--- src/rtl/decode_hazard_ctrl.sv ---
// decode_hazard_ctrl: decode-stage pipeline sequencer.
// Produces fetch/decode enables, ID/EX latch enables, RF write enable and the
// flush / hazflush controls. Handles load-use bubbles (one cycle), taken
// branch flushes (FLUSH_CYCLES cycles) and data-memory freezes.
//
// Optional feature: define HAZ_PERF_CNT_EN to build the load-use stall and
// taken-branch event counters; otherwise stall_cnt/flush_cnt are tied to 0.
//
// Handshake note: there is no valid/ready pair here. dmem_ready acts as a
// global "advance" qualifier: when it is low at a clock edge the sequencer
// enters MEM_WAIT and the whole pipeline holds until it is seen high again.
//
// state_dbg exposes the FSM state (0 RUN, 1 LU_STALL, 2 BR_FLUSH, 3 MEM_WAIT).
module decode_hazard_ctrl #(
  parameter int NBITS        = 32,
  parameter int FLUSH_CYCLES = 2
) (
  input  logic             clk,
  input  logic             rst,
  input  logic [NBITS-1:0] ir_id,
  input  logic [4:0]       ex_rd,
  input  logic             ex_memread,
  input  logic             branch_taken,
  input  logic             dmem_ready,
  input  logic [4:0]       wb_rd,
  input  logic             wb_regwrite,
  output logic             pc_en,
  output logic             ifid_en,
  output logic             rega_en,
  output logic             regb_en,
  output logic             regimm_en,
  output logic             rf_we,
  output logic             flush,
  output logic             hazflush,
  output logic [31:0]      stall_cnt,
  output logic [31:0]      flush_cnt,
  output logic [1:0]       state_dbg
);

  typedef enum logic [1:0] {
    S_RUN      = 2'd0,
    S_LU_STALL = 2'd1,
    S_BR_FLUSH = 2'd2,
    S_MEM_WAIT = 2'd3
  } state_t;

  // Flush counter holds "remaining flush cycles minus one".
  localparam logic [2:0] CNT_RELOAD = 3'(FLUSH_CYCLES - 1);

  state_t     state, state_nxt;
  state_t     saved, saved_nxt;
  logic [2:0] cnt, cnt_nxt;

  logic [6:0] opcode;
  logic [4:0] rs1, rs2;
  logic       uses_rs1, uses_rs2;
  logic       lu;

  // Only the opcode and source register fields matter for hazard detection.
  logic unused_ir_bits;
  assign unused_ir_bits = ^{ir_id[NBITS-1:25], ir_id[14:7]};

  assign opcode = ir_id[6:0];
  assign rs1    = ir_id[19:15];
  assign rs2    = ir_id[24:20];

  // Decode which source registers the instruction in ID actually reads.
  always_comb begin
    uses_rs1 = 1'b0;
    uses_rs2 = 1'b0;
    case (opcode)
      7'b0110011: begin uses_rs1 = 1'b1; uses_rs2 = 1'b1; end
      7'b0010011: uses_rs1 = 1'b1;
      7'b0000011: uses_rs1 = 1'b1;
      7'b0100011: begin uses_rs1 = 1'b1; uses_rs2 = 1'b1; end
      7'b1100011: begin uses_rs1 = 1'b1; uses_rs2 = 1'b1; end
      7'b1100111: uses_rs1 = 1'b1;
      default: begin uses_rs1 = 1'b0; uses_rs2 = 1'b0; end
    endcase
  end

  assign lu = ex_memread && (ex_rd != 5'd0) &&
              ((uses_rs1 && (rs1 == ex_rd)) || (uses_rs2 && (rs2 == ex_rd)));

  // State, saved-state and flush-counter registers.
  always_ff @(posedge clk or negedge rst) begin
    if (!rst) begin
      state <= S_RUN;
      saved <= S_RUN;
      cnt   <= 3'd0;
    end else begin
      state <= state_nxt;
      saved <= saved_nxt;
      cnt   <= cnt_nxt;
    end
  end

  // Next-state logic; priority is memory freeze, then branch, then load-use.
  always_comb begin
    state_nxt = state;
    saved_nxt = saved;
    cnt_nxt   = cnt;
    case (state)
      S_RUN: begin
        if (!dmem_ready) begin
          state_nxt = S_MEM_WAIT;
          saved_nxt = S_RUN;
        end else if (branch_taken) begin
          state_nxt = S_BR_FLUSH;
          cnt_nxt   = CNT_RELOAD;
        end else if (lu) begin
          state_nxt = S_LU_STALL;
        end
      end
      S_LU_STALL: begin
        // The bubble is already issued, so a freeze resumes into RUN.
        if (!dmem_ready) begin
          state_nxt = S_MEM_WAIT;
          saved_nxt = S_RUN;
        end else if (branch_taken) begin
          state_nxt = S_BR_FLUSH;
          cnt_nxt   = CNT_RELOAD;
        end else begin
          state_nxt = S_RUN;
        end
      end
      S_BR_FLUSH: begin
        if (!dmem_ready) begin
          state_nxt = S_MEM_WAIT;
          saved_nxt = S_BR_FLUSH;
        end else if (branch_taken) begin
          cnt_nxt = CNT_RELOAD;
        end else if (cnt == 3'd0) begin
          state_nxt = S_RUN;
        end else begin
          cnt_nxt = cnt - 3'd1;
        end
      end
      S_MEM_WAIT: begin
        if (dmem_ready) state_nxt = saved;
      end
      default: state_nxt = S_RUN;
    endcase
  end

  // Pipeline enables and flush controls, forced safe while in reset.
  always_comb begin
    pc_en     = 1'b0;
    ifid_en   = 1'b0;
    rega_en   = 1'b0;
    regb_en   = 1'b0;
    regimm_en = 1'b0;
    flush     = 1'b0;
    hazflush  = 1'b0;
    case (state)
      S_RUN: begin
        pc_en = 1'b1; ifid_en = 1'b1;
        rega_en = 1'b1; regb_en = 1'b1; regimm_en = 1'b1;
      end
      S_LU_STALL: begin
        rega_en = 1'b1; regb_en = 1'b1; regimm_en = 1'b1;
        hazflush = 1'b1;
      end
      S_BR_FLUSH: begin
        pc_en = 1'b1; ifid_en = 1'b1;
        rega_en = 1'b1; regb_en = 1'b1; regimm_en = 1'b1;
        flush = 1'b1;
      end
      default: begin
        pc_en = 1'b0;
      end
    endcase
    if (!rst) begin
      pc_en     = 1'b0;
      ifid_en   = 1'b0;
      rega_en   = 1'b0;
      regb_en   = 1'b0;
      regimm_en = 1'b0;
      flush     = 1'b1;
      hazflush  = 1'b0;
    end
  end

  // WB writes are suppressed for x0 and while the pipeline is frozen.
  assign rf_we = wb_regwrite && (wb_rd != 5'd0) && (state != S_MEM_WAIT) && rst;

  assign state_dbg = state;

`ifdef HAZ_PERF_CNT_EN
  logic br_event;
  assign br_event = dmem_ready && branch_taken && (state != S_MEM_WAIT);

  logic [31:0] stall_q, flush_q;

  // Performance counters: stall cycles and taken-branch entries into flush.
  always_ff @(posedge clk or negedge rst) begin
    if (!rst) begin
      stall_q <= 32'd0;
      flush_q <= 32'd0;
    end else begin
      if (state == S_LU_STALL) stall_q <= stall_q + 32'd1;
      if (br_event)            flush_q <= flush_q + 32'd1;
    end
  end

  assign stall_cnt = stall_q;
  assign flush_cnt = flush_q;
`else
  assign stall_cnt = 32'd0;
  assign flush_cnt = 32'd0;
`endif

endmodule

--- config.mk ---
export PLATFORM = sky130hd
export DESIGN_NAME = decode_hazard_ctrl
export DESIGN_NICKNAME = d
export VERILOG_FILES = /design/src/rtl/decode_hazard_ctrl.sv
export SDC_FILE = /design/constraint.sdc
export NUM_CORES = 1
export LEC_CHECK = 0
export ABC_AREA = 1
export CORE_AREA = 2 2 59 84
export DETAILED_ROUTE_END_ITERATION = 6
export DIE_AREA = 0 0 61 86
export PLACE_DENSITY = 0.86
export SLEW_MARGIN = 20
export SYNTH_ARGS = -nofsm -noshare
export SYNTH_HDL_FRONTEND = slang
export SYNTH_SLANG_ARGS = --single-unit
export TNS_END_PERCENT = 50
--- constraint.sdc ---
create_clock -name clk -period 1.1 [get_ports clk]
set_input_delay 0.165 -clock clk [delete_from_list [all_inputs] [get_ports clk]]
set_output_delay 0.165 -clock clk [all_outputs]
set_load 0.02 [all_outputs]
==> summary.txt <==
Outcome
  – Outcome: complete, but fails checks
  – Violated checks: negative setup slack

STA
  – RSZ-0062 raised after global routing: yes
  – Hold violation total from the final report: 0
  – Final period utilization: 119%
  – Final Skew: 6.01 ps
  – Maximum clock rate: 766 MHz
  – Setup violators final: 15
  – Slack of the critical path: -206 ps
  – Final min period: 1310 ps
  – Slew Viols, Final: 0

Placement
  – DP Cell Count: 287
  – Buffers on Ports: 42
  – GP Congestion: 0.805
  – Post-DP HPWL: around 2.1 mm
  – Setup WS pre-CTS: -695 ps

Setup path
  – RR Startpoint: state_dbg[1]
  – Critical Path Start Type: flip-flop
  – Crit. End Element: primary output
  – Worst path most repeated cell: nand2_2
  – R2R setup slack: -80 ps
  – CP Cell Sequence: nand2_2, inv_2, nor2_4, nand2_2, a21oi_4, buf_6
  – Critical path's largest stage delay: 400 ps
  – Worst Path Required: 940 ps
  – Reg2reg path depth: 9
  – Crit Path Category: flip-flop to primary output
  – Crit path DAT: 1140 ps
  – Crit path max-delay family: flip-flops
  – FF-to-FF End: state_dbg[1]
  – Crit-path slowest cell: dfrtp_2
  – Worst path buffer plus inverter count: 2
  – Max FO, Critical Path: 2

Power
  – Sw Ratio: 47.5%
  – LEAKAGE: 0.909 nW
  – Combinational share of power: 72.3%
  – Flop pwr share: 14.9%
  – Pwr dens: 1690 nW/um^2
  – Peak VDD IR: about 460 uV
  – Int Power: between 1 and 1.5 mW
  – Sw Pwr: 1.31 mW
  – Clock share of power: between 10% and 20%

Route
  – DRT iter0 DRCs: 26
  – DRC: 0
  – WL final: approximately 2.5 mm
  – WL/cell: roughly 8.7 um
  – Detailed Routing Iterations Pass 1: 4
  – Via density: 3.68
  – Vias: 1,074
  – Final ANT Viol Nets: 0

Finish
  – Most frequent cells in the layout: 64 x conb_1, 30 x nand2_1, 23 x clkdlybuf4s50_1, 14 x buf_4, 12 x inv_1
  – Area grow syn2layout: 43.8%
  – # diodes: 0
  – Register Area: 153 sq um
  – Fillers: roughly 490
  – Fin cells: 292
  – Most common cell after layout, fill and taps aside: conb_1
  – Multi-input gate area: 768 sq um
  – Nets: 281
  – Layout cell share with drive strength beyond 1: around a quarter

Synthesis
  – Sequential share of the synthesized area: 13.3%
  – Most area-hungry cell type in the Yosys netlist: buf_4
  – Adder-Cell Fraction of Synth Area: 2.21%
  – Synth top area share: 44.4%
  – Post-Syn Area per Cell: 6.40 sq um
  – Area of the mapped netlist: 1130 sq um
  – Synth area leaders: buf_4 44%, dfrtp_1 13%, nand2_1 13%, inv_1 5.3%, nor2_1 5.0%
  – Cell count after synthesis: 177
  – Largest family of logic cells by synthesized area: buffers and inverters
  – Xor/xnor share of the synthesized area: 5.41%
  – Synth Register Bits: 6
  – Synth unique cells: 18
  – Synth Area in Simple Gates: approximately a quarter
  – Multiplexer area fraction after synthesis: 0%
  – Complex-gate fraction of the synthesized area: 3.87%
  – Synth warnings: 0

Clock tree
  – CTS tree: done
  – Reg clk slew, reported paths: 40 ps
  – Sink Count: 6
  – CTS Buffer Depth: 2
  – CTS Buf Count: 3
  – H-tree levels: 1
  – Root Buffer: clkbuf_8
  – Worst skew pair latency: 230 ps

Floorplan
  – FP Rows: 29
  – Die Span Y: 86 um
  – Starting Density: 25.4%
  – Die W: 61 um
  – IO Pins: 122
  – Die Area: 5250 sq um
  – CORE AREA: 4460 sq um

Flow run
  – Max_cap viols: 0

Global route
  – All-Layer GR Usage: under 10%
  – Largest net degree at the start of global routing: 8
  – Initial antenna violation count: 0
  – Overflow left after global routing: 0
  – Vias in the first global route: 902
  – Global-route wire length before repair: 3.43 mm

Hold path
  – Min-delay worst type: primary input to async pin
[worst max path at each step]
stage	endpoint	cells past startpoint	start	slack [ps]
after floorplan	rf_we	5	state_dbg[1]	-130
after global placement	rf_we	6	rst	-650
after detailed placement	rf_we	6	rst	-700
after CTS	rf_we	6	state_dbg[0]	-210
after global routing	rf_we	6	state_dbg[0]	-260
final	rf_we	6	state_dbg[0]	-210
[through the flow]
| step | total power [mW] | TNS [ps] | util, % | hold WS (ps) | area, sq um |
|---|---|---|---|---|---|
| 4_1_cts | 2.40 | -1790 | 34.0 | 2.67 | 1520 |
| 6_report | 2.75 | -1550 | 36.5 | 4.25 | 1630 |
| 3_3_place_gp | 1.94 | -6340 | 32.8 | 457 | 1460 |
| 5_1_grt | 2.97 | -2340 | 36.5 | 23.2 | 1630 |
| 2_1_floorplan | 1.52 | -390 | - | -131 | 1390 |
| 3_5_place_dp | 2.00 | -6640 | 32.8 | 478 | 1460 |
[flip-flops by register name (all words and copies together), names as in the netlist]
signal     cells
cnt            3
state_dbg      2
saved          1
[synthesized netlist by cell type]
cell type	number
a21boi_2	1
a21oi_1	2
buf_4	67
conb_1	1
dfrtp_1	6
ha_1	2
inv_1	16
inv_2	5
nand2_1	39
nand3_1	7
nand4_1	2
nor2_1	15
nor2_2	1
nor3_1	2
o21ai_0	2
o22ai_1	2
xnor2_1	4
xor2_1	3
[kinds of logic after synthesis]
logic type      count (synthesis)
buf+inv                        88
fa+ha+maj                       2
flops                           6
other cells                     1
simple gates                   66
xor+xnor                        7
compound gates                  7
[layout make-up]
cell class	count	area share [%]
repair buffers	53	30.9
inverters	21	5.00
well taps	62	4.77
flip-flops and latches	6	9.38
multi-input cells	146	47.2
clock buffers	4	2.77
[routing by layer]
layer	GRT usage (%)	vias up	part of all wire [%]
met3	0.905	8	11
li1	-	507	-
met5	0	-	0
met4	5.53	0	2.7
met2	18.9	93	59
met1	6.19	466	27
[power groups by stage]
stage	clock (mW)	combinational, mW	sequential [mW]
after floorplan	0	1.06	0.455
after global placement	0	1.56	0.382
after detailed placement	0	1.61	0.391
after CTS	0.359	1.65	0.388
after global routing	0.378	2.17	0.422
final	0.351	1.98	0.410
[worst reg2reg max path, stage by stage, from the launching register on]
cell and delay [ps]:
dfrtp_2 350, buf_4 140, inv_4 40, buf_6 120, nor2_4 120, nand2_1 70
nand2_1 70, inv_2 40, nand3_1 70, nand2_1 50
[repair_timing]
item                       4_1_cts  5_1_grt
gates resized for setup         63       31
setup endpoints to repair       15       16
setup buffers                    1        1
hold buffers                     0        0
pin swaps                        4        7
No activity file was read; power rests on OpenSTA's default activity.
